`src/rtl/regfile_pkg.sv`:
```
// Shared constants and the write-request type for the register file write-back path.
package regfile_pkg;

    localparam int unsigned XLEN       = 32;
    localparam int unsigned REG_ADDR_W = 5;
    localparam int unsigned NUM_REGS   = 32;

    typedef struct packed {
        logic [REG_ADDR_W-1:0] addr;
        logic [XLEN-1:0]       data;
    } wb_req_t;

endpackage

```
`src/rtl/regfile_writeback_if.sv`:
```
// Producer, decode and register-file signals of the write-back front end.
interface regfile_writeback_if;
    import regfile_pkg::*;

    logic                  aluValid;
    logic                  aluReady;
    logic [REG_ADDR_W-1:0] aluAddr;
    logic [XLEN-1:0]       aluData;
    logic                  memValid;
    logic [REG_ADDR_W-1:0] memAddr;
    logic [XLEN-1:0]       memData;
    logic                  issueValid;
    logic [REG_ADDR_W-1:0] issueAddr;
    logic                  regWrite;
    logic [REG_ADDR_W-1:0] writeAddr;
    logic [XLEN-1:0]       writeData;
    logic [NUM_REGS-1:0]   pendingMask;

    modport master (
        output aluValid, aluAddr, aluData, memValid, memAddr, memData, issueValid, issueAddr,
        input  aluReady, regWrite, writeAddr, writeData, pendingMask
    );

    modport slave (
        input  aluValid, aluAddr, aluData, memValid, memAddr, memData, issueValid, issueAddr,
        output aluReady, regWrite, writeAddr, writeData, pendingMask
    );

endinterface

```
`src/rtl/wb_fifo.sv`:
```
// Synchronous FIFO of write-back requests; full/empty come from the registered count.
module wb_fifo
    import regfile_pkg::*;
#(
    parameter int unsigned DEPTH = 4,
    localparam int unsigned PTR_W = $clog2(DEPTH),
    localparam int unsigned CNT_W = PTR_W + 1
) (
    input  logic             clock,
    input  logic             reset,
    input  logic             push,
    input  logic             pop,
    input  wb_req_t          din,
    output wb_req_t          dout,
    output logic             full,
    output logic             empty,
    output logic [CNT_W-1:0] count
);

    wb_req_t          mem_q [DEPTH];
    logic [PTR_W-1:0] wr_ptr_q;
    logic [PTR_W-1:0] rd_ptr_q;
    logic [CNT_W-1:0] count_q;
    logic             do_push;
    logic             do_pop;

    assign full  = (count_q == CNT_W'(DEPTH));
    assign empty = (count_q == '0);
    assign count = count_q;
    assign dout  = mem_q[rd_ptr_q];

    // Self-protecting: overflow and underflow requests are ignored.
    assign do_push = push && !full;
    assign do_pop  = pop && !empty;

    always_ff @(posedge clock or posedge reset) begin
        if (reset) begin
            wr_ptr_q <= '0;
            rd_ptr_q <= '0;
            count_q  <= '0;
            for (int i = 0; i < DEPTH; i++) begin
                mem_q[i] <= '0;
            end
        end else begin
            if (do_push) begin
                mem_q[wr_ptr_q] <= din;
                wr_ptr_q        <= wr_ptr_q + PTR_W'(1);
            end
            if (do_pop) begin
                rd_ptr_q <= rd_ptr_q + PTR_W'(1);
            end
            unique case ({do_push, do_pop})
                2'b10:   count_q <= count_q + CNT_W'(1);
                2'b01:   count_q <= count_q - CNT_W'(1);
                default: count_q <= count_q;
            endcase
        end
    end

endmodule

```
`src/rtl/regfile_writeback.sv`:
```
// Single write-port front end: loads win the port, ALU results queue, pending-write scoreboard.
module regfile_writeback
    import regfile_pkg::*;
#(
    parameter int unsigned ALU_FIFO_DEPTH = 4
) (
    input logic                clock,
    input logic                reset,
    regfile_writeback_if.slave bus
);

    localparam int unsigned CNT_W = $clog2(ALU_FIFO_DEPTH) + 1;

    wb_req_t             alu_req;
    wb_req_t             mem_req;
    wb_req_t             fifo_dout;
    wb_req_t             sel_req;
    logic                sel_valid;
    logic                commit_en;
    logic                fifo_full;
    logic                fifo_empty;
    logic [CNT_W-1:0]    fifo_count;
    logic                fifo_push;
    logic                fifo_pop;
    logic                alu_ready;

    logic                  reg_write_q;
    logic [REG_ADDR_W-1:0] write_addr_q;
    logic [XLEN-1:0]       write_data_q;
    logic [NUM_REGS-1:0]   pending_q;
    logic [NUM_REGS-1:0]   pending_d;

    assign alu_req = '{addr: bus.aluAddr, data: bus.aluData};
    assign mem_req = '{addr: bus.memAddr, data: bus.memData};

    // Ready is purely registered: a full FIFO stays unready even in a cycle it pops.
    assign alu_ready = !fifo_full;
    assign fifo_push = bus.aluValid && alu_ready;
    assign fifo_pop  = !bus.memValid && !fifo_empty;

    wb_fifo #(
        .DEPTH(ALU_FIFO_DEPTH)
    ) u_alu_fifo (
        .clock(clock),
        .reset(reset),
        .push (fifo_push),
        .pop  (fifo_pop),
        .din  (alu_req),
        .dout (fifo_dout),
        .full (fifo_full),
        .empty(fifo_empty),
        .count(fifo_count)
    );

    always_comb begin
        assert (fifo_empty == (fifo_count == '0));
    end

    // Load returns cannot stall, so they always take the port.
    always_comb begin
        sel_valid = 1'b0;
        sel_req   = '0;
        if (bus.memValid) begin
            sel_valid = 1'b1;
            sel_req   = mem_req;
        end else if (!fifo_empty) begin
            sel_valid = 1'b1;
            sel_req   = fifo_dout;
        end
    end

    assign commit_en = sel_valid && (sel_req.addr != '0);

    always_comb begin
        pending_d = pending_q;
        if (commit_en) begin
            pending_d[sel_req.addr] = 1'b0;
        end
        // A same-edge issue belongs to a newer instruction, so it overrides the clear.
        if (bus.issueValid && (bus.issueAddr != '0)) begin
            pending_d[bus.issueAddr] = 1'b1;
        end
        pending_d[0] = 1'b0;
    end

    always_ff @(posedge clock or posedge reset) begin
        if (reset) begin
            reg_write_q  <= 1'b0;
            write_addr_q <= '0;
            write_data_q <= '0;
            pending_q    <= '0;
        end else begin
            reg_write_q <= commit_en;
            if (sel_valid) begin
                write_addr_q <= sel_req.addr;
                write_data_q <= sel_req.data;
            end
            pending_q <= pending_d;
        end
    end

    assign bus.aluReady    = alu_ready;
    assign bus.regWrite    = reg_write_q;
    assign bus.writeAddr   = write_addr_q;
    assign bus.writeData   = write_data_q;
    assign bus.pendingMask = pending_q;

endmodule

```
`src/flat_wrapper.sv`:
```
// flat-port wrapper written by rule: the top's interface ports become plain ports
module regfile_writeback_flat import regfile_pkg::*;
#(
    parameter int unsigned ALU_FIFO_DEPTH = 4
)
  (clock, reset, bus_aluValid, bus_aluAddr, bus_aluData, bus_memValid, bus_memAddr, bus_memData, bus_issueValid, bus_issueAddr, bus_aluReady, bus_regWrite, bus_writeAddr, bus_writeData, bus_pendingMask);
  regfile_writeback_if bus_i ();
  input logic clock;
  input logic reset;
  input wire logic [$bits(bus_i.aluValid)-1:0] bus_aluValid;
  input wire logic [$bits(bus_i.aluAddr)-1:0] bus_aluAddr;
  input wire logic [$bits(bus_i.aluData)-1:0] bus_aluData;
  input wire logic [$bits(bus_i.memValid)-1:0] bus_memValid;
  input wire logic [$bits(bus_i.memAddr)-1:0] bus_memAddr;
  input wire logic [$bits(bus_i.memData)-1:0] bus_memData;
  input wire logic [$bits(bus_i.issueValid)-1:0] bus_issueValid;
  input wire logic [$bits(bus_i.issueAddr)-1:0] bus_issueAddr;
  output wire logic [$bits(bus_i.aluReady)-1:0] bus_aluReady;
  output wire logic [$bits(bus_i.regWrite)-1:0] bus_regWrite;
  output wire logic [$bits(bus_i.writeAddr)-1:0] bus_writeAddr;
  output wire logic [$bits(bus_i.writeData)-1:0] bus_writeData;
  output wire logic [$bits(bus_i.pendingMask)-1:0] bus_pendingMask;
  assign bus_i.aluValid = bus_aluValid;
  assign bus_i.aluAddr = bus_aluAddr;
  assign bus_i.aluData = bus_aluData;
  assign bus_i.memValid = bus_memValid;
  assign bus_i.memAddr = bus_memAddr;
  assign bus_i.memData = bus_memData;
  assign bus_i.issueValid = bus_issueValid;
  assign bus_i.issueAddr = bus_issueAddr;
  assign bus_aluReady = bus_i.aluReady;
  assign bus_regWrite = bus_i.regWrite;
  assign bus_writeAddr = bus_i.writeAddr;
  assign bus_writeData = bus_i.writeData;
  assign bus_pendingMask = bus_i.pendingMask;
  regfile_writeback #(.ALU_FIFO_DEPTH(ALU_FIFO_DEPTH)) u_core (.clock(clock), .reset(reset), .bus(bus_i));
endmodule
```
`config.mk`:
```
export PLATFORM = sky130hd
export DESIGN_NAME = regfile_writeback_flat
export DESIGN_NICKNAME = d
export VERILOG_FILES = /design/src/rtl/regfile_pkg.sv /design/src/rtl/regfile_writeback_if.sv /design/src/rtl/wb_fifo.sv /design/src/rtl/regfile_writeback.sv /design/src/flat_wrapper.sv
export SDC_FILE = /design/constraint.sdc
export NUM_CORES = 1
export LEC_CHECK = 0
export ABC_AREA = 1
export CORE_AREA = 2 2 144 146
export CTS_BUF_LIST = sky130_fd_sc_hd__clkbuf_16
export CTS_CLUSTER_SIZE = 24
export DETAILED_ROUTE_END_ITERATION = 10
export DIE_AREA = 0 0 146 148
export GPL_TIMING_DRIVEN = 0
export PLACE_DENSITY_LB_ADDON = 0.2
export REMOVE_ABC_BUFFERS = 1
export SLEW_MARGIN = 5
export SYNTH_ARGS = -nofsm -noshare
export SYNTH_HDL_FRONTEND = slang
export SYNTH_SLANG_ARGS = --single-unit
```
`constraint.sdc`:
```
create_clock -name clock -period 8.3 [get_ports clock]
set_input_delay 1.66 -clock clock [delete_from_list [all_inputs] [get_ports clock]]
set_output_delay 1.66 -clock clock [all_outputs]
set_load 0.01 [all_outputs]
```
==> impl_metrics.json, run 1 <==
{
  "required_ns": 8.70,
  "syn_to_final_growth_pct": 24.9,
  "root_buffer": "clkbuf_16",
  "cts_buffers": 24,
  "ios": 155,
  "hold_start": "u_core.bus.pendingMask[26]",
  "firstDrtPassIters": 5,
  "ys_seq_area_share_pct": 56.5,
  "grt_remaining_overflow": 0,
  "io_buffers": 153,
  "crit_path_start_kind": "register",
  "nets": 1401,
  "die_area_um2": 21600,
  "cp-end-kind": "register",
  "cts_setup_buffers": 0,
  "postCtsHoldBufs": 0,
  "layout_commonest_cell": "nand2_1",
  "design_area_um2": 12400,
  "grt_pass1_wl_um": 41900,
  "crit_arrival_ns": 3.91,
  "grtUsageTotal_pct": 23.6,
  "cts.htree.levels": 1,
  "final_cell_mix": "nand2_1, dfrtp_1, o21ai_0",
  "die_y_um": 148,
  "critical_path_class": "register to register",
  "worst_pin_slew_ns": 1.20,
  "utilization_pct": 61.9,
  "synth_flop_cell": "dfrtp_1",
  "grt_pass1_vias": 8246,
  "fp.coreArea_um2": 20000,
  "async_flop_share_pct": 100,
  "ant_nets": 0,
  "hold_viol": 0,
  "slew_viol_final": 0,
  "insertion_delay_ns": 0.51,
  "dp_hpwl_um": 15400,
  "dp_slack_ns": 4.41,
  "yosys_warnings": 0,
  "finalCritPeriodShare_pct": 42.3,
  "drc": 0,
  "startpoint": "u_core.u_alu_fifo.rd_ptr_q[0]",
  "drive_above_1_share_pct": 5.20,
  "initial_core_util_pct": 49.5,
  "rsz0062_at_grt": "false",
  "reg2reg_from": "u_core.u_alu_fifo.rd_ptr_q[0]",
  "place_congestion": 0.824,
  "p_leak_nw": 5.86,
  "ctsResizeCount": 0,
  "grt_max_degree": 104,
  "diodes": 0,
  "routed_wl_um": 24800,
  "dpl_cell_area_um2": 11700,
  "ir_drop_uv": 237,
  "hold_ws_ns": 0.471,
  "final.setup.worst_slack_ns": 4.79,
  "cts_tree": "yes",
  "synth_edf_count": 0,
  "ctsLongestPathBuffers": 3,
  "power_density_nw_per_um2": 378,
  "clkSinkCount": 224,
  "outcome": "finished, final reports clean",
  "fmax_mhz": 285,
  "fp-row-count": 52,
  "setup_viol": 0,
  "clk_pin_slew_ns": 0.06,
  "crit_fanout": 76,
  "skew_ns": 0.00777,
  "syn_inst": 1190,
  "avgRoutedWirePerCell_um": 15.5,
  "netlist_area_um2": 9930,
  "antenna_found_initial": 0,
  "fin_crit_ns": 3.51,
  "via_per_inst": 5.26,
  "drtIter0Drc": 584,
  "die_w_um": 146,
  "vias": 8408,
  "ys_ff_latch": 224,
  "synth_cell_types": 28,
  "postSynthAreaPerCell_um2": 8.34,
  "cap_viol_max_count": 0,
  "slew_headroom_pct": 19.5,
  "hold_path_class": "register to register"
}
state kept, by name (all words and copies together) (netlist names):
name	count
u_core.bus.writeData	32
u_core.u_alu_fifo.mem_q	148
u_core.bus.pendingMask	31
u_core.u_alu_fifo.rd_ptr_q	2
u_core.bus.regWrite	1
u_core.u_alu_fifo.count	3
u_core.bus.writeAddr	5
u_core.u_alu_fifo.wr_ptr_q	2
stage by stage:
| step | power [mW] | std cells | TNS, ns |
|---|---|---|---|
| 3_5_place_dp | 3.76 | 1555 | 0 |
| 6_report | 4.69 | 1597 | 0 |
| 3_3_place_gp | 3.67 | 1544 | -548.70 |
| 5_1_grt | 5.07 | 1597 | 0 |
| 2_1_floorplan | 2.95 | 1121 | 0 |
| 4_1_cts | 4.72 | 1597 | 0 |
where the power goes:
part,total [mW],internal [mW],switching [mW]
combinational,1.80,0.791,1.01
sequential,1.94,1.60,0.340
clock,0.949,0.537,0.412
total,4.69,2.93,1.77
per-layer routing:
layer | vias up | routed length [um] | track usage, %
li1 | 4090 | - | -
met1 | 4065 | 11300 | 33.4
met2 | 227 | 11900 | 39.5
met3 | 26 | 1340 | 2.96
met4 | 0 | 331 | 4.71
met5 | - | 0 | 0
logic make-up after synthesis:
logic type                 count (synthesis)  share of synthesized area (%)
and+or+nand+nor                          548                           22.3
AOI/OAI and AO/OA                        265                           14.0
DFF                                      224                           56.5
buffers and inverters                    142                           5.97
adders and majority gates                  6                          0.832
xor gates and xnor gates                   4                          0.353
other                                      1                         0.0378
path summary, 6_finish.rpt:
check,end,slack (ns),cells past startpoint
setup / recovery,u_core.bus.pendingMask[9],4.79,10
hold / removal,u_core.bus.pendingMask[26],0.47,2
setup reg to reg,u_core.bus.pendingMask[9],4.79,10
hold reg to reg,u_core.bus.pendingMask[26],0.47,2
max in group asynchronous,u_core.u_alu_fifo.rd_ptr_q[1],5.57,4
min in group asynchronous,u_core.u_alu_fifo.mem_q[10],1.56,2
worst max-delay path, cell delays in order, from the launching register on:
cell	delay, ns
dfrtp_2	0.84
buf_12	0.30
clkinv_2	0.84
nand2_1	0.32
nand3_1	0.10
nand3_1	0.12
nand2_1	0.11
nor2_1	0.44
nand3_1	0.14
nand2_1	0.09
nand2_1	0.05
layout make-up:
class	instances	area, um2
fill	1853	7640
sequential	224	5610
multi-input combinational	824	3740
timing repair buffer	164	1740
clock buffer	25	626
tap	270	338
inverter	73	283
clock inverter	17	66.3
synthesized netlist by cell type, drive strengths merged, types with 5 or more instances:
cell,n,area [um2]
nand2,399,1520
inv,73,274
dfrtp,224,5610
clkbuf,29,109
a21oi,5,40.0
nor3,12,60.1
nor2,75,304
buf,40,210
o21ai,227,1140
ha,5,62.6
o22ai,32,200
nand3,61,315
(Power assumes the default switching activity.)
==> inputs of run 2 (changes only) <==
Settings changed: CORE_AREA 2 2 144 146 to 2 2 146 148, DIE_AREA 0 0 146 148 to 0 0 148 150.
Clock period 8.3 ns to 2.9 ns, I/O delays scaled along.
==> run 2 against run 1 <==
  * Sequential power grew to 2.9 times the previous value
  * Die area is 2.7% higher
  * Register-to-register slack worse by 4.5 ns
  * First-iteration DRC count is 14% lower
  * Worst hold slack worse by 0.027 ns
  * Count of clock-buffer cells in the layout stayed put
  * Largest power group unchanged
==> impl_metrics.json, run 2 (same netlist as run 1, synthesis figures left out) <==
{
  "outcome": "finished, final reports clean",
  "final_cell_mix": "nand2_1, dfrtp_1, o21ai_0",
  "crit_arrival_ns": 2.98,
  "syn_to_final_growth_pct": 26.0,
  "r2r_setup_slack_ns": 0.31,
  "grt_pass1_wl_um": 40600,
  "fmax_mhz": 386,
  "grt_pass1_vias": 7964,
  "die_y_um": 150,
  "dp_hpwl_um": 15200,
  "critical_path_class": "register to register",
  "layout_commonest_cell": "nand2_1",
  "initial_core_util_pct": 48.0,
  "setup_viol": 0,
  "grt_remaining_overflow": 0,
  "crit_family": "compound AO/OA/AOI/OAI gates",
  "slew_headroom_pct": 30.3,
  "ios": 155,
  "cap_viol_max_count": 0,
  "cts.htree.levels": 1,
  "required_ns": 3.29,
  "cp-end-kind": "register",
  "hold_path_class": "primary input to async pin",
  "fp-row-count": 53,
  "postCtsHoldBufs": 0,
  "grt_max_degree": 94,
  "finalCritPeriodShare_pct": 89.3,
  "antenna_found_initial": 0,
  "total_power_mw": 13.8,
  "dpl_cell_area_um2": 11700,
  "root_buffer": "clkbuf_16",
  "diodes": 0,
  "place_congestion": 0.777,
  "cts_tree": "yes",
  "cts_buffers": 24,
  "p_leak_nw": 5.89,
  "fp.coreArea_um2": 20700,
  "slowest_stage": "a21oi_4",
  "avgRoutedWirePerCell_um": 15.6,
  "hold_viol": 0,
  "largest_register": "u_core.u_alu_fifo.mem_q",
  "rsz0062_at_grt": "false",
  "ctsLongestPathBuffers": 3,
  "vias": 8386,
  "slew_viol_final": 0,
  "fillers": 1865,
  "power_density_nw_per_um2": 1100,
  "crit_path_start_kind": "register",
  "grtUsageTotal_pct": 22.5,
  "path_buf_inv": 2,
  "die_area_um2": 22200,
  "drive_above_1_share_pct": 5.66,
  "clkSinkCount": 224,
  "die_w_um": 148,
  "io_buffers": 153,
  "clk_pin_slew_ns": 0.06,
  "crit_fanout": 24,
  "slowest_delay_ns": 0.66,
  "largest_reg_flops": 148,
  "insertion_delay_ns": 0.51,
  "fin_crit_ns": 2.59,
  "firstDrtPassIters": 5,
  "drtIter0Drc": 502,
  "routed_wl_um": 25000,
  "nets": 1400,
  "startpoint": "u_core.u_alu_fifo.count[0]",
  "reg2reg_from": "u_core.u_alu_fifo.count[0]",
  "crit_chain": "nor2_2 > a21oi_4 > buf_16 > ha_1 > inv_1 > fa_1 > a21oi_1 > o21ai_0 > xor2_1",
  "design_area_um2": 12500,
  "drc": 0,
  "ir_drop_uv": 668,
  "ant_nets": 0,
  "skew_ns": 0.00904,
  "worst_pin_slew_ns": 1.04,
  "via_per_inst": 5.24
}
run 2: worst paths after layout:
path / endpoint / depth (start not counted)
worst max register to register: u_core.u_alu_fifo.count[2] / 9
min in group clock: u_core.bus.pendingMask[27] / 2
worst max-delay path: u_core.u_alu_fifo.count[2] / 9
worst min register to register: u_core.bus.pendingMask[27] / 2
worst min-delay path: u_core.bus.writeData[10] / 2
max in group asynchronous: u_core.u_alu_fifo.mem_q[8] / 4
run 2: final cells by class:
type / count / area [um2] / share of cell area, %
clock buffer: 25 / 626 / 5.00
clock inverter: 17 / 154 / 1.23
inverter: 73 / 287 / 2.29
multi-input combinational: 824 / 3740 / 29.9
sequential: 224 / 5610 / 44.9
tap: 275 / 344 / 2.75
timing repair buffer: 163 / 1740 / 13.9
run 2: through the flow:
stage          instances  worst slack (ns)  util, %  hold WS [ns]  setup TNS, ns
6_report            1601             0.309     60.4         0.445              0
5_1_grt             1601            0.0918     60.4         0.469              0
4_1_cts             1600            0.0252     60.3         0.456              0
3_5_place_dp        1558            -0.388     56.5         0.458          -7.52
3_3_place_gp        1549             -6.77     55.5         0.457       -1725.59
2_1_floorplan       1121             -3.81        -         0.448        -857.94
run 2: what timing repair did:
item | CTS | global route
setup endpoints to repair | 32 | 30
gates resized for setup | 1 | 2
setup buffers | 0 | 1
run 2: routing by layer:
metal | routed length, um | track usage, %
met5 | 0 | 0
met4 | 554 | 5.33
met3 | 1290 | 3.23
met2 | 11900 | 37.5
met1 | 11200 | 31.3
run 2: power breakdown:
group	leakage, nW	switching, mW	total, mW	internal (mW)
Clock	0.390	1.22	3.04	1.82
Sequential	2.79	0.982	5.57	4.58
Combinational	2.71	2.94	5.20	2.26
Total	5.89	5.14	13.8	8.66
==> inputs of run 3 (changes only) <==
Settings changed: REMOVE_ABC_BUFFERS 1 to default.
==> run 3 against run 2 <==
  * Sequential power decreased by 3%
  * Critical path depth rose by 1
  * Utilization grew 1.5 points
  * Worst setup slack better by 0.069 ns
  * Design area grew 2.5%
  * Worst hold slack improved by 0.029 ns
  * Clock power rose by 12%
  * Non-clock buffer count is 65 higher
  * Power is 4.3% higher
  * Count of clock-buffer cells in the layout did not move
==> impl_metrics.json, run 3 (same netlist as run 1, synthesis figures left out) <==
{
  "outcome": "finished, final reports clean",
  "final.setup.worst_slack_ns": 0.378,
  "total_power_mw": 14.4,
  "hold_path_class": "register to register",
  "fillers": 1831,
  "setup_viol": 0,
  "postCtsHoldBufs": 0,
  "ir_drop_uv": 501,
  "cp-endpoint": "u_core.u_alu_fifo.count[2]",
  "startpoint": "bus_memValid",
  "intPower_mw": 9.00,
  "place_inst": 1624,
  "totalNegativeSetupSlack_ns": 0,
  "clkPwrFrac_pct": 23.6,
  "die_area_um2": 22200,
  "initial_core_util_pct": 48.0,
  "design_area_um2": 12800,
  "clk_pin_slew_ns": 0.06,
  "via_per_inst": 5.28,
  "ant_nets": 0,
  "power_density_nw_per_um2": 1120,
  "diodes": 0,
  "place_congestion": 0.827,
  "cts_tree": "yes",
  "worst_pin_slew_ns": 1.08,
  "critical_path_class": "primary input to register",
  "crit_fanout": 10,
  "dp_slack_ns": -0.175,
  "cap_viol_max_count": 0,
  "required_ns": 3.30,
  "hold_ws_ns": 0.473,
  "crit_path_start_kind": "primary input",
  "largest_reg_flops": 148,
  "ios": 155,
  "fin_cells": 1668,
  "seq_area_um2": 5610,
  "cts.htree.levels": 1,
  "cts_buffers": 24,
  "ctsResizeCount": 0,
  "clkSinkCount": 224,
  "fp-row-count": 53,
  "die_y_um": 150,
  "io_buffers": 153,
  "largest_register": "u_core.u_alu_fifo.mem_q",
  "drc": 0,
  "ctsLongestPathBuffers": 3,
  "drtIter0Drc": 448,
  "fin_crit_ns": 2.52,
  "multi_input_area_um2": 3730,
  "root_buffer": "clkbuf_16",
  "p_seq_share_pct": 37.4,
  "p_comb_share_pct": 39.0,
  "dp_hpwl_um": 18400,
  "r2r_setup_slack_ns": 0.43,
  "grt_pass1_wl_um": 44400,
  "p_leak_nw": 6.03,
  "finalCritPeriodShare_pct": 86.9,
  "utilization_pct": 61.9,
  "rsz0062_at_grt": "false",
  "skew_ns": 0.0121,
  "final_cell_mix": "nand2_1, dfrtp_1, o21ai_0",
  "cts_setup_buffers": 0,
  "r2r_end": "u_core.u_alu_fifo.count[2]",
  "nets": 1465,
  "antenna_found_initial": 0,
  "grt_pass1_vias": 8655,
  "swShare_pct": 37.5,
  "dpl_cell_area_um2": 11900,
  "crit_arrival_ns": 2.92,
  "fmax_mhz": 397,
  "layout_commonest_cell": "nand2_1",
  "drive_above_1_share_pct": 7.90,
  "grt_max_degree": 41,
  "cp-end-kind": "register",
  "routed_wl_um": 27100,
  "r2r_cells": 10,
  "avgRoutedWirePerCell_um": 16.2,
  "grtUsageTotal_pct": 24.9,
  "synth.net_count": 1280,
  "slew_headroom_pct": 27.6,
  "syn_to_final_growth_pct": 29.1,
  "reg2reg_from": "u_core.u_alu_fifo.count[0]",
  "fp.coreArea_um2": 20700,
  "hold_viol": 0,
  "grt_remaining_overflow": 0,
  "vias": 8805,
  "die_w_um": 148,
  "insertion_delay_ns": 0.52,
  "p_switching_mw": 5.39,
  "min_path_cells": 2,
  "slew_viol_final": 0,
  "firstDrtPassIters": 5
}
## run 3: cell types whose count changed in the layout (fill, tap and decap cells not counted), moves of 2 or more
cell and delta:
buf_2 +35, clkbuf_1 +29, buf_4 +4, clkinv_1 -4, clkinvlp_4 +4, nand2_1 +4, buf_16 -3, bufinv_16 +3
nand2_2 -3, buf_6 -2, dfrtp_1 +2, dfrtp_4 -2
## run 3: area by class of cell
cell class	instances	share of cell area (%)
sequential	224	43.8
tap	275	2.69
multi-input combinational	824	29.1
timing repair buffer	159	13.0
buffer	69	2.49
clock inverter	19	1.97
inverter	73	2.17
clock buffer	25	4.88
## run 3: worst min path at each step
stage	startpoint	end	slack, ns
after detailed placement	u_core.bus.pendingMask[19]	u_core.bus.pendingMask[19]	0.46
after global placement	u_core.bus.pendingMask[27]	u_core.bus.pendingMask[27]	0.46
after global routing	u_core.bus.pendingMask[19]	u_core.bus.pendingMask[19]	0.50
final	u_core.bus.pendingMask[19]	u_core.bus.pendingMask[19]	0.47
after CTS	u_core.bus.pendingMask[19]	u_core.bus.pendingMask[19]	0.48
after floorplan	u_core.u_alu_fifo.mem_q[37]	u_core.u_alu_fifo.mem_q[37]	0.45
## run 3: metal layers
layer  GRT usage (%)  up-vias  share of wire, %
li1                -     4224                 -
met1            35.1     4205                45
met2            39.7      330                46
met3            3.78       46               7.0
met4            8.19        0               2.0
met5               0        -                 0
## run 3: critical path: stages
cell and delay, ns:
clkdlybuf4s50_1 0.52, a21oi_4 0.26, buf_4 0.24, buf_2 0.28
ha_1 0.19, inv_1 0.06, fa_1 0.37, a21oi_1 0.14
o21ai_0 0.12, xor2_1 0.15
## run 3: power groups by stage
stage          Sequential (mW)  Clock (mW)  Combinational, mW
2_1_floorplan             5.46           0               3.19
3_3_place_gp              5.37           0               5.42
6_report                  5.38        3.39               5.61
5_1_grt                   5.56        3.55               6.28
4_1_cts                   5.37        3.44               5.62
3_5_place_dp              5.39           0               5.58
